$ cat src/rtl/mult_pkg.sv
// Shared types for the sequential fixed-point multiplier: FSM state encoding
// and the counter-width helper.
package mult_pkg;

  typedef enum logic [1:0] {
    IDLE = 2'd0,
    BUSY = 2'd1,
    FIN  = 2'd2,
    DONE = 2'd3
  } state_t;

  // Bits needed to hold the values 0..n-1.
  function automatic int clog2(input int n);
    int r;
    r = 0;
    for (int v = n - 1; v > 0; v = v >> 1) r++;
    return r;
  endfunction

endpackage

$ cat src/rtl/fxp_round_sat.sv
// Combinational round/saturate of the (2N-2)-bit magnitude product into N-bit sign-magnitude.
// Zero latency; no flow control, the caller registers the outputs.
module fxp_round_sat #(
  parameter int N        = 32,
  parameter int FRACBITS = 20,
  parameter int ROUND    = 1,
  parameter int SATURATE = 1
) (
  input  logic [2*N-3:0] prod,
  input  logic           sign,
  output logic [N-1:0]   result,
  output logic           ovf
);

  localparam int M = N - 1;

  generate
    if (FRACBITS >= N - 1) begin : g_bad_fracbits
      $error("fxp_round_sat: FRACBITS must be less than N-1");
    end
  endgenerate

  logic [M-1:0] base;
  logic [M-1:0] mag;
  logic [N-1:0] rounded;
  logic         inc;
  logic         hi_ovf;
  logic         unused_prod;

  assign base = prod[N+FRACBITS-2:FRACBITS];

  generate
    if (ROUND != 0 && FRACBITS > 0) begin : g_round
      assign inc = prod[FRACBITS-1];
    end else begin : g_trunc
      assign inc = 1'b0;
    end
  endgenerate

  // Bits below the rounding position only matter for exactness, never for the result.
  assign unused_prod = ^prod;

  assign hi_ovf  = |prod[2*N-3:N+FRACBITS-1];
  assign rounded = {1'b0, base} + N'(inc);
  assign ovf     = hi_ovf | rounded[N-1];
  assign mag     = (ovf && SATURATE != 0) ? {M{1'b1}} : rounded[M-1:0];
  assign result  = {sign && (mag != '0), mag};

endmodule

$ cat src/rtl/seq_fxp_multiplier.sv
// Sequential radix-2 sign-magnitude fixed-point multiplier; out_valid N+1 edges after accept.
// One operation in flight: in_ready only in IDLE, result held in DONE until out_ready.
module seq_fxp_multiplier
  import mult_pkg::*;
#(
  parameter int N        = 32,
  parameter int FRACBITS = 20,
  parameter int ROUND    = 1,
  parameter int SATURATE = 1
) (
  input  logic         clk,
  input  logic         rst,
  input  logic         in_valid,
  output logic         in_ready,
  input  logic [N-1:0] a,
  input  logic [N-1:0] b,
  output logic         out_valid,
  input  logic         out_ready,
  output logic [N-1:0] result,
  output logic         ovf,
  output logic         ovf_sticky,
  input  logic         clr_sticky
);

  localparam int M  = N - 1;
  localparam int PW = 2 * N - 2;
  localparam int CW = clog2(N);

  state_t        state;
  logic [CW-1:0] cnt;
  logic [PW-1:0] acc;
  logic [PW-1:0] mcand;
  logic [M-1:0]  mplier;
  logic          sgn;
  logic [N-1:0]  fin_result;
  logic          fin_ovf;

  fxp_round_sat #(
    .N        (N),
    .FRACBITS (FRACBITS),
    .ROUND    (ROUND),
    .SATURATE (SATURATE)
  ) u_round_sat (
    .prod   (acc),
    .sign   (sgn),
    .result (fin_result),
    .ovf    (fin_ovf)
  );

  always_ff @(posedge clk) begin
    if (rst) begin
      state      <= IDLE;
      in_ready   <= 1'b1;
      out_valid  <= 1'b0;
      result     <= '0;
      ovf        <= 1'b0;
      ovf_sticky <= 1'b0;
      acc        <= '0;
      mcand      <= '0;
      mplier     <= '0;
      cnt        <= '0;
      sgn        <= 1'b0;
    end else begin
      case (state)
        IDLE: begin
          if (in_valid && in_ready) begin
            sgn      <= a[N-1] ^ b[N-1];
            mcand    <= PW'(a[M-1:0]);
            mplier   <= b[M-1:0];
            acc      <= '0;
            cnt      <= CW'(M);
            in_ready <= 1'b0;
            state    <= BUSY;
          end
        end
        BUSY: begin
          // The counter reaching zero marks N-1 completed steps.
          if (cnt == '0) begin
            state <= FIN;
          end else begin
            if (mplier[0]) acc <= acc + mcand;
            mcand  <= mcand << 1;
            mplier <= mplier >> 1;
            cnt    <= cnt - CW'(1);
          end
        end
        FIN: begin
          result    <= fin_result;
          ovf       <= fin_ovf;
          out_valid <= 1'b1;
          state     <= DONE;
        end
        DONE: begin
          if (out_ready) begin
            out_valid <= 1'b0;
            in_ready  <= 1'b1;
            state     <= IDLE;
          end
        end
        default: state <= IDLE;
      endcase

      // A delivered overflow outranks a simultaneous clear.
      if (state == DONE && out_ready && ovf) ovf_sticky <= 1'b1;
      else if (clr_sticky)                   ovf_sticky <= 1'b0;
    end
  end

endmodule

$ cat config.mk
export PLATFORM = sky130hd
export DESIGN_NAME = seq_fxp_multiplier
export DESIGN_NICKNAME = d
export VERILOG_FILES = /design/src/rtl/mult_pkg.sv /design/src/rtl/fxp_round_sat.sv /design/src/rtl/seq_fxp_multiplier.sv
export SDC_FILE = /design/constraint.sdc
export NUM_CORES = 1
export LEC_CHECK = 0
export ABC_AREA = 1
export BUFFER_PORTS_ARGS = -buffer_cell sky130_fd_sc_hd__buf_2
export CAP_MARGIN = 5
export CORE_MARGIN = 5
export CORE_UTILIZATION = 60
export CTS_BUF_LIST = sky130_fd_sc_hd__clkbuf_4 sky130_fd_sc_hd__clkbuf_8
export DETAILED_ROUTE_END_ITERATION = 10
export PLACE_DENSITY = 0.87
export SKIP_CTS_REPAIR_TIMING = 1
export SYNTH_ARGS = -nofsm -noshare
export SYNTH_HDL_FRONTEND = slang
export SYNTH_SLANG_ARGS = --single-unit
$ cat constraint.sdc
create_clock -name clk -period 2.78 [get_ports clk]
set_clock_uncertainty 0.2 [all_clocks]
set_input_delay 0.278 -clock clk [delete_from_list [all_inputs] [get_ports clk]]
set_output_delay 0.278 -clock clk [all_outputs]
set_load 0.02 [all_outputs]
==> impl_metrics.ini <==
[critical_path]
timing.rr.start = mcand[15]
crit_top_cell = a21oi_1
worst_setup_path_start_kind = flop
critPathKind = reg -> reg
crit_path_cell_trace = ha_1 -> a21oi_1 -> o21ai_0 -> a21oi_1 -> nand3_1 -> nand2_1 -> nand2_1 -> a21oi_1 -> o21ai_0 -> a21oi_1
path_max_fanout = 5
crit_arrival_ps = 2950
reg2reg_slack_ps = 60
crit_end = acc[38]
r2r_cells = 10
cp_slowest_cell = a21oi_1
crit_required_ps = 3020
max_stage_delay_ps = 420
crit_start = mcand[15]
crit_path_end_kind = flop
r2r_end = acc[38]

[routing]
ant_nets = 0
drt_iter0_drc = 1481
vias = 14691
wl_mm = 44.6
dr.pass1.iters = 8
wl_per_cell_um = 17.6
vias_per_cell = 5.78
drc = 0

[timing]
hold_viol = 0
finalCriticalPeriod_ps = 2720
fin_crit_sh = 0.977
fmax_ghz = 0.368
rsz0062_at_grt = false
tns_ps = 0
setup_viol_count_final = 0
slew_headroom = 0.489
tightest_slew_ps = 767
finalMaxSlewViolations = 0

[cells_and_area]
syn_to_final_growth_pct = 15.9
final_nets = 2386
antenna_cells = 0
drive_gt1_frac = 0.104
layout.cells.non_filler = 2540

[run]
maxCapViolations = 0

[synthesis]
syn-num-nets = 2222
yosys_register_bits = 199
syn_area_per_cell_um2 = 6.29
syn-cell-area_um2 = 13100
ys_seq_area_frac = 0.304
synth_area_leaders = dfxtp_1 30%, nand2_1 18%, a21oi_1 7.5%
yosysWarnings = 0
synth_top_area_share = 0.304
synth_cell_type_count = 44
syn_inst = 2083
yosys.area.top_type = dfxtp_1

[power]
ir_drop_mv = 1.10
power_density_nw_per_um2 = 607
p_leak_nw = 6.75

[clock_tree]
root_buffer = clkbuf_8
cts.sinks = 199
clk_pin_slew_ps = 120
cts_tree = built
ctsHtreeMaxLevel = 4
numCtsBuffers = 17
cts_max_path_buffers = 2
clk_latency_ps = 500

[floorplanning]
start_util = 0.604
fp.dieW_um = 158
ios = 105
die_y_um = 158
coreArea_um2 = 21700
num_rows = 54
die_area_um2 = 24900

[place]
routabilityCongestion = 1.06
dp_hpwl_mm = 33.5
io_buffer_count = 104
dp_cells = 2438

[grt]
antenna_found_initial = 0
grt_overflow = 0
grt_max_degree = 123
grt_use_total = 0.339
grt_pass1_wl_mm = 67.1
grt_pass1_vias = 13058

[worst_hold_path]
worstHoldStart = mplier[17]
hold_depth = 2
hp-class = reg -> reg

[outcome]
status = complete, no violations
## cell families after synthesis
logic type | share of synthesized area
AOI/OAI and AO/OA | 0.209
xor gates and xnor gates | 0.0127
adders and majority gates | 0.0675
buffers and inverters | 0.0838
DFF | 0.304
and+or+nand+nor | 0.322
## power breakdown
part	internal (W)	leakage, nW	switching (W)
Combinational	0.00110	4.92	0.00241
Sequential	0.00339	1.62	0.000335
Clock	0.000729	0.206	0.00126
## placed cells by master, fill, tap and decap left out, types with 41 or more instances in the layout
master           n
nand2_1        611
nor2_1         225
inv_1          206
dfxtp_1        199
a21oi_1        197
o21ai_0        161
buf_2          103
nand3_1         94
dlygate4sd3_1   69
a31oi_1         68
ha_1            67
buf_4           41
## per-stage QoR
step	total power, W	utilization	setup WS, ps	hold slack (ps)	instance area (µm²)
finish	0.00922	0.700	62.6	270	15200
global route	0.00976	0.700	1.56	293	15200
CTS	0.00907	0.666	83.5	-196	14500
detailed placement	0.00713	0.648	111	255	14000
global placement	0.00697	0.648	129	247	14000
floorplan	0.00612	-	483	227	13100
## synthesized netlist by cell type, drive strengths merged
cell type	count
nand3	96
nor3	20
o221ai	1
clkbuf	57
fa	1
o22ai	1
o211ai	7
xnor2	12
a221o	1
ha	69
xor2	7
nand3b	15
nor4	2
a21oi	199
nor2	240
o21a	4
dfxtp	199
a221oi	1
inv	212
buf	15
o21ai	164
a22oi	30
nand2	623
o221a	2
a31oi	68
o21bai	13
a21o	2
or2	5
nand4	17
## critical path: cells and delay by family, from the launching register on
family          cells  cell delay, ps
fa+ha+maj           1             330
simple gates        3             550
compound gates      6            1230
flops               1             340
## state kept, by name, indices dropped and copies added (netlist names)
| signal | cells |
|---|---|
| acc | 62 |
| cnt | 5 |
| in_ready | 1 |
| mcand | 62 |
| mplier | 31 |
| out_valid | 1 |
| ovf | 1 |
| ovf_sticky | 1 |
| result | 32 |
| sgn | 1 |
| state | 2 |
## per-layer routing
layer	track usage	part of all wire	vias up
met5	0	0	-
met4	0.137	0.044	0
met3	0.0407	0.076	128
met2	0.555	0.47	670
met1	0.457	0.42	6682
li1	-	-	7211
## final cells by class
type | instances | area [µm²]
repair buffers | 217 | 1590
well taps | 280 | 350
multi-input cells | 1600 | 8050
fillers | 1833 | 6510
clock inverters | 13 | 144
flip-flops and latches | 199 | 3980
clock buffers | 19 | 262
inverters | 212 | 800
## worst min path at each step
stage	end	slack, ps
floorplan	mcand[0]	230
global placement	ovf_sticky	250
detailed placement	ovf_sticky	250
CTS	ovf_sticky	-200
global route	acc[5]	290
finish	mplier[16]	270
Power figures use the tool's default switching activity.
